## src/rtl/trace_pkg.sv

```systemverilog
// Shared definitions for the commit-trace transmitter: record codes, serializer
// states, the buffered bundle layout and the word/sequence helpers.
package trace_pkg;

    localparam logic [3:0] TYPE_REG   = 4'd1;
    localparam logic [3:0] TYPE_LOAD  = 4'd2;
    localparam logic [3:0] TYPE_STORE = 4'd3;
    localparam logic [3:0] TYPE_HALT  = 4'd4;

    typedef enum logic [3:0] {
        S_IDLE, S_LOAD_HEAD,
        S_REG_H, S_REG_D,
        S_LD_H, S_LD_A, S_LD_D,
        S_ST_H, S_ST_A, S_ST_D,
        S_HLT_H, S_HLT_I, S_HLT_C,
        S_DONE
    } state_e;

    // Flags and register index first, then the 16-bit payload fields.
    typedef struct packed {
        logic        regwrt;
        logic        memrd;
        logic        memwr;
        logic        halt;
        logic [2:0]  wreg;
        logic [15:0] wdata;
        logic [15:0] addr;
        logic [15:0] mdata;
        logic [15:0] instCount;
        logic [15:0] cycleCount;
    } bundle_t;

    localparam int BUNDLE_W = $bits(bundle_t);

    // First record header at or after the given record slot (0=REG .. 3=HALT);
    // S_IDLE means the bundle has nothing further to send.
    function automatic state_e nextRecord(bundle_t b, logic [1:0] stage);
        state_e s;
        s = S_IDLE;
        if (stage == 2'd0 && b.regwrt)
            s = S_REG_H;
        else if (stage <= 2'd1 && b.memrd)
            s = S_LD_H;
        else if (stage <= 2'd2 && b.memwr)
            s = S_ST_H;
        else if (b.halt)
            s = S_HLT_H;
        return s;
    endfunction

    function automatic logic [15:0] wordFor(bundle_t b, state_e s);
        logic [15:0] w;
        w = '0;
        case (s)
            S_REG_H:        w = {TYPE_REG, 9'd0, b.wreg};
            S_REG_D:        w = b.wdata;
            S_LD_H:         w = {TYPE_LOAD, 12'd0};
            S_ST_H:         w = {TYPE_STORE, 12'd0};
            S_LD_A, S_ST_A: w = b.addr;
            S_LD_D, S_ST_D: w = b.mdata;
            S_HLT_H:        w = {TYPE_HALT, 12'd0};
            S_HLT_I:        w = b.instCount;
            S_HLT_C:        w = b.cycleCount;
            default:        w = '0;
        endcase
        return w;
    endfunction

endpackage

```

## src/rtl/trace_fifo.sv

```systemverilog
// Synchronous show-ahead FIFO with full/empty flags; the head entry is
// visible on rdata_o whenever the FIFO is non-empty.
module trace_fifo #(
    parameter int WIDTH = 8,
    parameter int DEPTH = 8
) (
    input  logic             clk_i,
    input  logic             rst_ni,
    input  logic             push_i,
    input  logic [WIDTH-1:0] wdata_i,
    input  logic             pop_i,
    output logic [WIDTH-1:0] rdata_o,
    output logic             full_o,
    output logic             empty_o
);

    localparam int AW = $clog2(DEPTH);

    logic [WIDTH-1:0] mem_q [DEPTH];
    logic [AW:0]      wptr_q;
    logic [AW:0]      rptr_q;

    // The extra pointer bit separates the full case from the empty case.
    assign empty_o = (wptr_q == rptr_q);
    assign full_o  = (wptr_q[AW] != rptr_q[AW]) && (wptr_q[AW-1:0] == rptr_q[AW-1:0]);
    assign rdata_o = mem_q[rptr_q[AW-1:0]];

    always_ff @(posedge clk_i) begin
        if (push_i && !full_o)
            mem_q[wptr_q[AW-1:0]] <= wdata_i;
    end

    always_ff @(posedge clk_i or negedge rst_ni) begin
        if (!rst_ni) begin
            wptr_q <= '0;
            rptr_q <= '0;
        end else begin
            if (push_i && !full_o)
                wptr_q <= wptr_q + 1'b1;
            if (pop_i && !empty_o)
                rptr_q <= rptr_q + 1'b1;
        end
    end

endmodule

```

## src/rtl/trace_tx.sv

```systemverilog
// Commit-trace transmitter: snapshots commit bundles with cycle/instruction
// counts, buffers them and serializes REG/LOAD/STORE/HALT records as 16-bit words.
module trace_tx
    import trace_pkg::*;
#(
    parameter int DEPTH = 8
) (
    input  logic        clk_i,
    input  logic        rst_ni,
    input  logic        in_valid_i,
    output logic        in_ready_o,
    input  logic        ev_regwrt_i,
    input  logic [2:0]  ev_wreg_i,
    input  logic [15:0] ev_wdata_i,
    input  logic        ev_memrd_i,
    input  logic        ev_memwr_i,
    input  logic [15:0] ev_addr_i,
    input  logic [15:0] ev_mdata_i,
    input  logic        ev_halt_i,
    output logic        tx_valid_o,
    input  logic        tx_ready_i,
    output logic [15:0] tx_data_o,
    output logic        tx_last_o,
    output logic        done_o
);

    logic [15:0] cycleCount_q, cycleCount_d;
    logic [15:0] instCount_q, instCount_d;
    logic        haltSeen_q;
    logic        accept;
    logic        push;
    logic        pop;
    logic        fifoFull;
    logic        fifoEmpty;
    bundle_t     pushBundle;
    bundle_t     headBundle;
    bundle_t     cur_q;
    state_e      state_q;
    state_e      succ;
    state_e      firstRec;
    logic        txValid_q;
    logic [15:0] txData_q;
    logic        txLast_q;
    logic        done_q;

    assign in_ready_o = !fifoFull && !haltSeen_q;
    assign accept     = in_valid_i && in_ready_o;
    assign pop        = (state_q == S_LOAD_HEAD);
    assign tx_valid_o = txValid_q;
    assign tx_data_o  = txData_q;
    assign tx_last_o  = txLast_q;
    assign done_o     = done_q;

    // Snapshots carry the counter values as they stand after the accepting edge.
    always_comb begin
        cycleCount_d = cycleCount_q + 16'd1;
        instCount_d  = instCount_q;
        if (accept && (ev_halt_i || ev_regwrt_i || ev_memwr_i))
            instCount_d = instCount_q + 16'd1;

        pushBundle.regwrt     = ev_regwrt_i;
        pushBundle.memrd      = ev_memrd_i;
        pushBundle.memwr      = ev_memwr_i;
        pushBundle.halt       = ev_halt_i;
        pushBundle.wreg       = ev_wreg_i;
        pushBundle.wdata      = ev_wdata_i;
        pushBundle.addr       = ev_addr_i;
        pushBundle.mdata      = ev_mdata_i;
        pushBundle.instCount  = instCount_d;
        pushBundle.cycleCount = cycleCount_d;

        push = accept && (ev_regwrt_i || ev_memrd_i || ev_memwr_i || ev_halt_i);
    end

    always_ff @(posedge clk_i or negedge rst_ni) begin
        if (!rst_ni) begin
            cycleCount_q <= '0;
            instCount_q  <= '0;
            haltSeen_q   <= 1'b0;
        end else begin
            cycleCount_q <= cycleCount_d;
            instCount_q  <= instCount_d;
            if (accept && ev_halt_i)
                haltSeen_q <= 1'b1;
        end
    end

    trace_fifo #(
        .WIDTH (BUNDLE_W),
        .DEPTH (DEPTH)
    ) u_fifo (
        .clk_i   (clk_i),
        .rst_ni  (rst_ni),
        .push_i  (push),
        .wdata_i (pushBundle),
        .pop_i   (pop),
        .rdata_o (headBundle),
        .full_o  (fifoFull),
        .empty_o (fifoEmpty)
    );

    always_comb begin
        firstRec = nextRecord(headBundle, 2'd0);
        succ     = state_q;
        case (state_q)
            S_REG_H: succ = S_REG_D;
            S_REG_D: succ = nextRecord(cur_q, 2'd1);
            S_LD_H:  succ = S_LD_A;
            S_LD_A:  succ = S_LD_D;
            S_LD_D:  succ = nextRecord(cur_q, 2'd2);
            S_ST_H:  succ = S_ST_A;
            S_ST_A:  succ = S_ST_D;
            S_ST_D:  succ = nextRecord(cur_q, 2'd3);
            S_HLT_H: succ = S_HLT_I;
            S_HLT_I: succ = S_HLT_C;
            S_HLT_C: succ = S_DONE;
            default: succ = state_q;
        endcase
    end

    // succ == S_IDLE marks the end of the current bundle's records.
    always_ff @(posedge clk_i or negedge rst_ni) begin
        if (!rst_ni) begin
            state_q   <= S_IDLE;
            cur_q     <= '0;
            txValid_q <= 1'b0;
            txData_q  <= '0;
            txLast_q  <= 1'b0;
            done_q    <= 1'b0;
        end else begin
            case (state_q)
                S_IDLE: begin
                    if (!fifoEmpty)
                        state_q <= S_LOAD_HEAD;
                end
                S_LOAD_HEAD: begin
                    cur_q     <= headBundle;
                    state_q   <= firstRec;
                    txValid_q <= (firstRec != S_IDLE);
                    txData_q  <= wordFor(headBundle, firstRec);
                    txLast_q  <= 1'b0;
                end
                S_DONE: begin
                    txValid_q <= 1'b0;
                end
                default: begin
                    if (txValid_q && tx_ready_i) begin
                        if (succ == S_DONE) begin
                            state_q   <= S_DONE;
                            txValid_q <= 1'b0;
                            txLast_q  <= 1'b0;
                            done_q    <= 1'b1;
                        end else if (succ == S_IDLE) begin
                            state_q   <= fifoEmpty ? S_IDLE : S_LOAD_HEAD;
                            txValid_q <= 1'b0;
                            txLast_q  <= 1'b0;
                        end else begin
                            state_q  <= succ;
                            txData_q <= wordFor(cur_q, succ);
                            txLast_q <= (succ == S_HLT_C);
                        end
                    end
                end
            endcase
        end
    end

endmodule
```

## config.mk

```make
export PLATFORM = sky130hd
export DESIGN_NAME = trace_tx
export DESIGN_NICKNAME = d
export VERILOG_FILES = /design/src/rtl/trace_pkg.sv /design/src/rtl/trace_fifo.sv /design/src/rtl/trace_tx.sv
export SDC_FILE = /design/constraint.sdc
export NUM_CORES = 1
export LEC_CHECK = 0
export CORE_UTILIZATION = 58
export CTS_BUF_LIST = sky130_fd_sc_hd__clkbuf_4 sky130_fd_sc_hd__clkbuf_8
export DETAILED_ROUTE_END_ITERATION = 10
export PLACE_DENSITY_LB_ADDON = 0.3
export SYNTH_ARGS = -nofsm -noshare
export SYNTH_HDL_FRONTEND = slang
export SYNTH_HIERARCHICAL = 1
export SYNTH_SLANG_ARGS = --single-unit
```

## constraint.sdc

```tcl
create_clock -name clk_i -period 10.9 [get_ports clk_i]
set_input_delay 1.635 -clock clk_i [delete_from_list [all_inputs] [get_ports clk_i]]
set_output_delay 1.635 -clock clk_i [all_outputs]
set_load 0.03 [all_outputs]
```

==> results of run 1 <==
-- state kept, by name, indices dropped and copies added, names as in the netlist --
name / cells
u_fifo/rptr_q: 4
state_q: 4
u_fifo/wptr_q: 4
tx_data_o: 16
done_o: 1
u_fifo/mem_q: 696
cycleCount_q: 16
instCount_q: 16
cur_q: 83
tx_valid_o: 1
tx_last_o: 1
haltSeen_q: 1
-- layout by cell type, fill, tap and decap left out, types with 5 or more instances in the layout --
cell type,netlist,routed
edfxtp_1,696,696
mux4_2,174,174
mux2_2,155,155
clkbuf_8,0,146
dfrtp_1,147,144
clkdlybuf4s50_1,0,77
nand2_1,61,61
clkbuf_4,0,56
o21ai_0,29,29
buf_4,2,29
nor2_1,29,27
inv_1,27,27
xnor2_1,25,25
nand3_1,19,19
a21oi_1,17,17
xor2_1,16,16
a222oi_1,14,14
a221o_1,13,13
nor3_1,17,12
clkinv_2,0,12
clkinv_1,0,11
nand4_1,10,10
a211oi_2,10,10
nor3_2,2,7
o21ai_2,7,7
nand2b_1,6,6
and3_1,6,6
o22ai_1,6,6
clkinvlp_4,0,6
o221ai_1,5,5
a31oi_1,5,5
inv_6,0,5
-- cell usage after synthesis, drive strengths merged, types with 3 or more instances --
cell type    n  share of area [%]
a211oi      11               0.40
a21o         3              0.067
a21oi       19               0.31
a221o       13               0.39
a222oi      14               0.42
a31oi        5              0.093
and2         4              0.086
and3         6               0.11
buf         61                1.3
clkbuf      26               0.29
dfrtp      147                 11
edfxtp     696                 62
ha           4               0.15
inv         27               0.30
mux2       155                5.2
mux2i        4               0.16
mux4       174                 12
nand2       62               0.70
nand2b       7               0.15
nand3       19               0.28
nand4       10               0.19
nor2        29               0.33
nor3        21               0.41
nor4         6               0.16
o21a         3              0.067
o21ai       37               0.67
o221ai       5               0.13
o22ai        7               0.15
o311ai       4               0.10
o31ai        3              0.067
o41ai        4               0.15
xnor2       25               0.65
xor2        16               0.42
-- cells by family (layout without fill, tap and decap cells) --
family | Yosys count | after routing
AO/OA/AOI/OAI | 153 | 153
XOR/XNOR | 41 | 41
adder cells (fa/ha/maj) | 4 | 4
buffers and inverters | 114 | 374
flip-flops | 843 | 843
multiplexers | 333 | 333
other | 0 | 1
AND/OR/NAND/NOR | 172 | 172
-- through the flow --
stage | cell area (um^2) | setup WS, ns | util, %
3_5_place_dp | 34960 | 5.706 | 61.64
4_1_cts | 37700 | 5.753 | 66.47
6_report | 37700 | 5.872 | 66.47
5_1_grt | 37700 | 5.595 | 66.47
2_1_floorplan | 33460 | -0.3735 | -
3_3_place_gp | 34960 | 5.848 | 61.64
-- final cells by class --
class | count | area [um^2]
Timing Repair Buffer | 107 | 999.7
Clock buffer | 202 | 2430
Clock inverter | 38 | 310.3
Fill cell | 3642 | 19010
Antenna cell | 1 | 2.502
Sequential cell | 843 | 24590
Multi-Input combinational cell | 703 | 8320
Inverter | 27 | 101.3
Tap cell | 756 | 945.9
-- routing by layer --
metal,GRT usage [%],wire length [um],up-vias
met5,0,0,-
met4,7.148,1329,0
met3,5.151,5117,106
met2,37.58,33810,677
met1,34.51,28040,8776
li1,-,-,7099
-- power groups by stage --
stage	registers (mW)	logic (mW)	clock network (mW)
final	4.01	2.10	2.70
after global routing	4.04	2.25	2.90
after CTS	4.00	2.11	2.76
after detailed placement	4.07	2.10	0
after global placement	4.07	2.07	0
after floorplan	3.86	1.74	0
-- how the worst max path moves through the flow --
stage	slack, ns	start	endpoint	cells after the start
2_1_floorplan	-0.37	u_fifo/rptr_q[0]$_DFFE_PN0P_	u_fifo/mem_q[2][0]$_DFFE_PP_	9
5_1_grt	5.59	u_fifo/rptr_q[0]$_DFFE_PN0P_	in_ready_o	5
6_report	5.87	u_fifo/rptr_q[0]$_DFFE_PN0P_	in_ready_o	5
4_1_cts	5.75	u_fifo/rptr_q[0]$_DFFE_PN0P_	in_ready_o	5
3_3_place_gp	5.85	ev_halt_i	u_fifo/mem_q[0][9]$_DFFE_PP_	7
3_5_place_dp	5.71	ev_memwr_i	u_fifo/mem_q[0][6]$_DFFE_PP_	7
==> results.json, run 1 <==
{
  "slew_viol_final": 0,
  "p_leak_nw": 12.64,
  "insertion_delay_ns": 0.77,
  "clock_sinks": 843,
  "start_util_pct": 59.00,
  "ff2ff_path_depth": 10,
  "htreeDepth": 4,
  "synth_flop_cell": "edfxtp_1",
  "cp_slowest_cell": "dfrtp_4",
  "seq_power_share_pct": 45.5,
  "hp-class": "flip-flop to flip-flop",
  "min_path_cells": 1,
  "tns_ns": 0,
  "timing.critical_path.from_type": "flip-flop",
  "instances_no_fill": 2677,
  "grt_usage_pct": 24.02,
  "dieArea_um2": 58660,
  "grt_pass1_vias": 16920,
  "cts_buffer_depth": 3,
  "antenna_found_initial": 1,
  "grt_pass1_wl_um": 103900,
  "routed_wirelength_um": 68300,
  "relSlewSlack_pct": 15.52,
  "cap_violations": 0,
  "finalHoldViolCount": 0,
  "ys_types": 79,
  "reg2reg_slack_ns": 6.12,
  "grt_max_degree": 79,
  "hp-start": "haltSeen_q$_DFFE_PN0P_",
  "yosys.area_share.simple_pct": 2.602,
  "reg2reg_from": "u_fifo/rptr_q[0]$_DFFE_PN0P_",
  "cts.root.buffer_cell": "clkbuf_8",
  "first_pass_iters": 9,
  "finalPower_mw": 8.806,
  "muxShareOfSynthArea_pct": 17.08,
  "min_to": "haltSeen_q$_DFFE_PN0P_",
  "avgRoutedWirePerCell_um": 25.51,
  "io_buffers": 78,
  "place_hpwl_um": 39750,
  "fmax_mhz": 198.9,
  "yosysWarnings": 6,
  "yosys.area_share.adder_pct": 0.1496,
  "worst_path_largest_cell_delay_ns": 1.05,
  "arrival_ns": 3.39,
  "syn-num-nets": 1723,
  "setup_viol": 0,
  "cts_resized": 0,
  "p_sw_mw": 2.585,
  "crit_required_ns": 9.27,
  "worstPathMaxFanout": 49,
  "synth_area_um2": 33460,
  "ir_drop_uv": 146.4,
  "clk_pin_slew_ns": 0.06,
  "reg2reg_to": "u_fifo/mem_q[0][5]$_DFFE_PP_",
  "dp.cells": 2436,
  "ant_nets": 0,
  "synth-compound-area-share_pct": 3.780,
  "cts_made_buffers": 132,
  "grt.overflow.total": 0,
  "synth-seq-cells": 843,
  "fin_crit_sh_pct": 46.13,
  "nets": 1877,
  "drt_iter0_markers": 1576,
  "drive_gt1_share_pct": 33.54,
  "finClkSkew_ns": 0.02444,
  "synth-xor-area-share_pct": 1.073,
  "areaGrowthSynthToFinish_pct": 12.66,
  "synth_top_family_by_area": "multiplexers",
  "std_cell_rows": 87,
  "period_minus_slack_ns": 5.029,
  "status": "complete, no violations",
  "die_w_um": 242.2,
  "timing.hold.ws_ns": 0.4880,
  "drc": 0,
  "place.gp.congestion": 0.9420,
  "synth_seq_area_share_pct": 73.45,
  "path_delay_family": "flip-flops",
  "synth_area_per_cell_um2": 20.16,
  "die_h_um": 242.2,
  "rsz0062_at_grt": "no",
  "cts_tree": "built",
  "vias": 16660,
  "sw_frac_of_total_pct": 29.35,
  "critPathCaptureType": "primary output",
  "p_clk_share_pct": 30.7,
  "powerDensity_nw_per_um2": 233.6,
  "post_cts_buffers": 0,
  "syn-instance-count": 1660,
  "ioPinCount": 79,
  "path_cells": "xor2_1, nor4_1, buf_4, nor2_1, clkdlybuf4s50_1",
  "cts_hold_buf": 0,
  "crit_buf_inv": 2,
  "tightest_slew_ns": 1.251,
  "async_reset_ff_share_pct": 17.44,
  "synth_edf_count": 696,
  "p_int_mw": 6.221,
  "viasPerCell": 6.223,
  "core_area_um2": 56710,
  "combPwrFrac_pct": 23.8,
  "worstSetupPathType": "flip-flop to primary output"
}
(Power assumes the default switching activity.)
==> run 2, diff against run 1 <==
--- a/config.mk
+++ b/config.mk
@@ -5,7 +5,7 @@
 export SDC_FILE = /design/constraint.sdc
 export NUM_CORES = 1
 export LEC_CHECK = 0
-export CORE_UTILIZATION = 58
+export CORE_UTILIZATION = 64
 export CTS_BUF_LIST = sky130_fd_sc_hd__clkbuf_4 sky130_fd_sc_hd__clkbuf_8
 export DETAILED_ROUTE_END_ITERATION = 10
 export PLACE_DENSITY_LB_ADDON = 0.3
==> constraint.sdc (replaced) <==
create_clock -name clk_i -period 4.9 [get_ports clk_i]
set_input_delay 0.735 -clock clk_i [delete_from_list [all_inputs] [get_ports clk_i]]
set_output_delay 0.735 -clock clk_i [all_outputs]
set_load 0.03 [all_outputs]
==> run 2 against run 1 <==
Against the previous run: non-clock buffer count fell by 4; die area fell by 9.3%; worst hold slack improved by 0.027 ns; core utilization rose by 7.0 points; sequential power rose by 120%; largest power group unchanged.
==> results.json, run 2 (synthesis gave the netlist of run 1 again) <==
{
  "status": "complete, no violations",
  "first_pass_iters": 10,
  "finClkSkew_ns": 0.02329,
  "ant_nets": 0,
  "critPathCaptureType": "primary output",
  "crit_required_ns": 4.16,
  "io_buffers": 78,
  "place.gp.congestion": 0.9223,
  "ir_drop_uv": 390.1,
  "slew_viol_final": 0,
  "n_fill_cell": 2950,
  "die_h_um": 230.7,
  "cts.root.buffer_cell": "clkbuf_8",
  "antenna_found_initial": 1,
  "clk_pin_slew_ns": 0.06,
  "cts_buffer_depth": 3,
  "place_hpwl_um": 39530,
  "fmax_mhz": 249.7,
  "timing.hold.ws_ns": 0.5153,
  "period_minus_slack_ns": 4.005,
  "ff2ff_path_depth": 8,
  "drc": 0,
  "grt_pass1_wl_um": 107000,
  "worstPathMaxFanout": 9,
  "seqCellArea_um2": 24590,
  "areaGrowthSynthToFinish_pct": 13.14,
  "cts_tree": "built",
  "multi_input_area_um2": 8488,
  "viasPerCell": 6.390,
  "arrival_ns": 3.27,
  "final_common_cell": "edfxtp_1",
  "setup_viol": 0,
  "timing.critical_path.from_type": "flip-flop",
  "finalHoldViolCount": 0,
  "std_cell_rows": 83,
  "relSlewSlack_pct": 22.79,
  "drive_gt1_share_pct": 33.54,
  "powerDensity_nw_per_um2": 521.2,
  "largest_register_ff_count": 696,
  "startpoint": "u_fifo/wptr_q[2]$_DFFE_PN0P_",
  "worst_path_largest_cell_delay_ns": 0.79,
  "reg2reg_from": "u_fifo/wptr_q[2]$_DFFE_PN0P_",
  "finalPower_mw": 19.73,
  "post_cts_buffers": 0,
  "crit_path_end": "in_ready_o",
  "worstSetupPathType": "flip-flop to primary output",
  "cts_made_buffers": 133,
  "vias": 16600,
  "reg2reg_to": "u_fifo/mem_q[3][3]$_DFFE_PP_",
  "min_path_cells": 1,
  "grt_max_degree": 162,
  "nets": 1874,
  "htreeDepth": 4,
  "ioPinCount": 79,
  "routed_wirelength_um": 69990,
  "start_util_pct": 64.96,
  "hp-class": "flip-flop to flip-flop",
  "grt_pass1_vias": 17400,
  "cap_violations": 0,
  "insertion_delay_ns": 0.79,
  "die_w_um": 230.7,
  "rsz0062_at_grt": "no",
  "p_leak_nw": 12.69,
  "cp_slowest_cell": "dfrtp_1",
  "path_cells": "xor2_4, nor4_4, nor2_4, clkdlybuf4s50_1",
  "reg2reg_slack_ns": 1.44,
  "clock_sinks": 843,
  "dieArea_um2": 53200,
  "grt_usage_pct": 27.78,
  "fin_crit_sh_pct": 81.74,
  "grt.overflow.total": 0,
  "drt_iter0_markers": 1466,
  "avgRoutedWirePerCell_um": 26.94,
  "tightest_slew_ns": 1.153,
  "core_area_um2": 51510,
  "layout_common_cells": "edfxtp_1 (696), mux4_2 (174), mux2_2 (155)"
}
run 2: cell count changes in the layout (fill, tap and decap cells not counted), moves of 4 or more:
cell | before | now
buf_12 | 0 | 9
clkbuf_8 | 146 | 154
buf_4 | 29 | 15
nor4_4 | 1 | 5
clkinv_2 | 12 | 7
clkinv_1 | 11 | 17
nor3_4 | 2 | 6
nor3_2 | 7 | 3
run 2: worst min-delay path by stage:
stage,startpoint,to,slack [ns]
final,cur_q[78]$_DFFE_PN0P_,cur_q[78]$_DFFE_PN0P_,0.52
after global routing,cur_q[7]$_DFFE_PN0P_,cur_q[7]$_DFFE_PN0P_,0.54
after CTS,cur_q[7]$_DFFE_PN0P_,cur_q[7]$_DFFE_PN0P_,0.52
after detailed placement,cur_q[78]$_DFFE_PN0P_,cur_q[78]$_DFFE_PN0P_,0.51
after global placement,tx_data_o[3]$_DFFE_PN0P_,tx_data_o[3]$_DFFE_PN0P_,0.50
after floorplan,rst_ni,cur_q[0]$_DFFE_PN0P_,0.44
run 2: repair_timing:
| action | 4_1_cts | 5_1_grt |
|---|---|---|
| hold buffers | 1 | 0 |
| hold endpoints to repair | 35 | 0 |
| resized for setup | 0 | 0 |
| setup endpoints to repair | 0 | 0 |
run 2: worst max-delay path, delay by kind of cell, from the launching register on:
kind / cells / cell delay, ns
xor gates and xnor gates: 1 / 0.20
and+or+nand+nor: 2 / 0.85
DFF: 1 / 0.79
buffers and inverters: 1 / 0.64
run 2: area by class of cell:
cell class / count / share of cell area [%]
flip-flops and latches: 843 / 64.95
clock inverters: 34 / 0.5949
inverters: 27 / 0.2677
repair buffers: 103 / 2.865
diodes: 1 / 0.006610
clock buffers: 207 / 6.649
well taps: 680 / 2.247
multi-input cells: 703 / 22.42
run 2: through the flow:
stage          setup slack [ns]  TNS [ns]  util [%]  area [um^2]  instances
5_1_grt                  0.7235         0     73.50        37860       2598
3_3_place_gp              1.462         0     68.15        35100       2355
4_1_cts                  0.7860         0     73.50        37860       2597
3_5_place_dp              1.421         0     68.15        35100       2355
2_1_floorplan           -0.7918   -194.95         -        33670       1660
6_report                 0.8949         0     73.50        37860       2598
run 2: layer usage:
metal | vias up | GRT usage, % | wire length [um]
li1 | 7111 | - | -
met1 | 8727 | 38.73 | 28410
met2 | 664 | 43.99 | 34770
met3 | 100 | 6.645 | 5251
met4 | 0 | 9.168 | 1556
met5 | - | 0 | 0
run 2: power breakdown:
part | internal, mW | leakage [nW] | switching [mW]
logic | 2.34 | 3.01 | 2.56
registers | 8.17 | 8.22 | 0.660
clock network | 3.37 | 1.46 | 2.63
total | 13.9 | 12.7 | 5.85
==> run 3, diff against run 2 <==
--- a/config.mk
+++ b/config.mk
@@ -5,7 +5,7 @@
 export SDC_FILE = /design/constraint.sdc
 export NUM_CORES = 1
 export LEC_CHECK = 0
-export CORE_UTILIZATION = 64
+export CORE_UTILIZATION = 58
 export CTS_BUF_LIST = sky130_fd_sc_hd__clkbuf_4 sky130_fd_sc_hd__clkbuf_8
 export DETAILED_ROUTE_END_ITERATION = 10
 export PLACE_DENSITY_LB_ADDON = 0.3
==> constraint.sdc (replaced) <==
create_clock -name clk_i -period 3.45 [get_ports clk_i]
set_input_delay 0.5175 -clock clk_i [delete_from_list [all_inputs] [get_ports clk_i]]
set_output_delay 0.5175 -clock clk_i [all_outputs]
set_load 0.03 [all_outputs]
==> run 3 against run 2 <==
Against the previous run: sequential share of layout area is 0.74 points lower; critical path depth stayed put; worst hold slack worse by 0.19 ns; critical path type unchanged; die area is 10% higher; global-route usage is 3.1 points lower.
==> results.json, run 3 (synthesis gave the netlist of run 1 again) <==
{
  "areaGrowthSynthToFinish_pct": 14.45,
  "grt.overflow.total": 0,
  "grt_usage_pct": 24.69,
  "clock_sinks": 843,
  "grt_max_degree": 157,
  "place.gp.congestion": 0.8912,
  "path_delay_family": "buffers and inverters",
  "antenna_found_initial": 0,
  "rsz0062_at_grt": "no",
  "cts.root.buffer_cell": "clkbuf_8",
  "avgRoutedWirePerCell_um": 25.75,
  "die_h_um": 242.2,
  "ir_drop_uv": 493.0,
  "fin_crit_sh_pct": 93.92,
  "largest_register_ff_count": 696,
  "crit_buf_inv": 1,
  "relSlewSlack_pct": 21.32,
  "tns_ns": 0,
  "post_cts_buffers": 0,
  "dieArea_um2": 58660,
  "period_minus_slack_ns": 3.240,
  "final_common_cell": "edfxtp_1",
  "arrival_ns": 2.72,
  "insertion_delay_ns": 0.80,
  "htreeDepth": 4,
  "nets": 1905,
  "timing.critical_path.from_type": "flip-flop",
  "ant_nets": 0,
  "drive_gt1_share_pct": 34.58,
  "std_cell_rows": 87,
  "cts_buffer_depth": 3,
  "tightest_slew_ns": 1.175,
  "core_area_um2": 56710,
  "worstSetupPathType": "flip-flop to primary output",
  "cts_tree": "built",
  "finalHoldViolCount": 0,
  "die_w_um": 242.2,
  "crit_cells": 4,
  "status": "complete, no violations",
  "grt_pass1_vias": 17440,
  "crit_required_ns": 2.93,
  "setup_viol": 0,
  "drc": 0,
  "ff2ff_path_depth": 8,
  "hp-class": "input pin to async pin",
  "p_leak_nw": 12.86,
  "start_util_pct": 59.00,
  "slew_viol_final": 0,
  "first_pass_iters": 6,
  "cts_resized": 0,
  "antenna_cells": 0,
  "cts_hold_buf": 1,
  "cts_made_buffers": 133,
  "path_cells": "xor2_2, nor4_4, nor2_4, clkdlybuf4s50_1",
  "n_fill_cell": 3545,
  "worstPathMaxFanout": 10,
  "clk_pin_slew_ns": 0.06,
  "cp_slowest_cell": "clkdlybuf4s50_1",
  "place_hpwl_um": 41310,
  "viasPerCell": 6.138,
  "critPathCaptureType": "primary output",
  "io_buffers": 78,
  "fmax_mhz": 308.6,
  "layout_common_cells": "edfxtp_1 (696), mux4_2 (174), mux2_2 (155)",
  "cap_violations": 0,
  "powerDensity_nw_per_um2": 735.4,
  "grt_pass1_wl_um": 106400,
  "routed_wirelength_um": 69800,
  "finClkSkew_ns": 0.02836,
  "vias": 16640,
  "ioPinCount": 79,
  "drt_iter0_markers": 1483,
  "finalPower_mw": 28.17,
  "worst_path_largest_cell_delay_ns": 0.70
}
run 3: cell types whose count changed in the layout (fill, tap and decap cells not counted), sizes merged:
cell,delta
buf,+31
clkbuf,-9
clkinv,+9
inv,+5
clkinvlp,+3
bufinv,-1
diode,-1
run 3: power breakdown:
group,switching [mW],internal [mW]
clock,3.89,4.61
sequential,0.734,11.6
combinational,3.86,3.46
run 3: final timing paths:
path                       slack [ns]                          from                            end
max in group asynchronous        2.21                        rst_ni           cur_q[0]$_DFFE_PN0P_
setup / recovery                 0.21  u_fifo/wptr_q[1]$_DFFE_PN0P_                     in_ready_o
min in group clk_i               0.42                    in_valid_i         haltSeen_q$_DFFE_PN0P_
hold reg to reg                  0.51         cur_q[54]$_DFFE_PN0P_       tx_data_o[6]$_DFFE_PN0P_
setup reg to reg                 0.30  u_fifo/wptr_q[1]$_DFFE_PN0P_  u_fifo/mem_q[5][33]$_DFFE_PP_
hold / removal                   0.32                        rst_ni       instCount_q[7]$_DFF_PN0_
run 3: cell type report:
type                    count  area [um^2]  share of cell area [%]
inverters                  27        101.3                  0.2646
well taps                 756        945.9                   2.470
flip-flops and latches    843        24590                   64.21
clock inverters            50        316.6                  0.8266
repair buffers            134         1468                   3.832
multi-input cells         703         8463                   22.10
clock buffers             198         2412                   6.299
run 3: per-stage QoR:
stage / hold WS (ns) / instances / utilization [%] / setup WS, ns / area [um^2]
2_1_floorplan: 0.2219 / 1660 / - / -1.651 / 33660
3_3_place_gp: 0.4944 / 2462 / 62.70 / 0.4133 / 35560
3_5_place_dp: 0.4974 / 2462 / 62.70 / 0.3365 / 35560
4_1_cts: 0.3054 / 2711 / 67.53 / 0.1449 / 38300
5_1_grt: 0.3357 / 2711 / 67.53 / 0.09026 / 38300
6_report: 0.3237 / 2711 / 67.53 / 0.2096 / 38300
run 3: per-layer routing:
layer	track usage [%]	up-vias	part of all wire, %
met5	1.062	-	0.12
met4	9.308	2	2.6
met3	5.949	132	7.0
met2	38.51	660	49
met1	34.14	8669	41
li1	-	7177	-
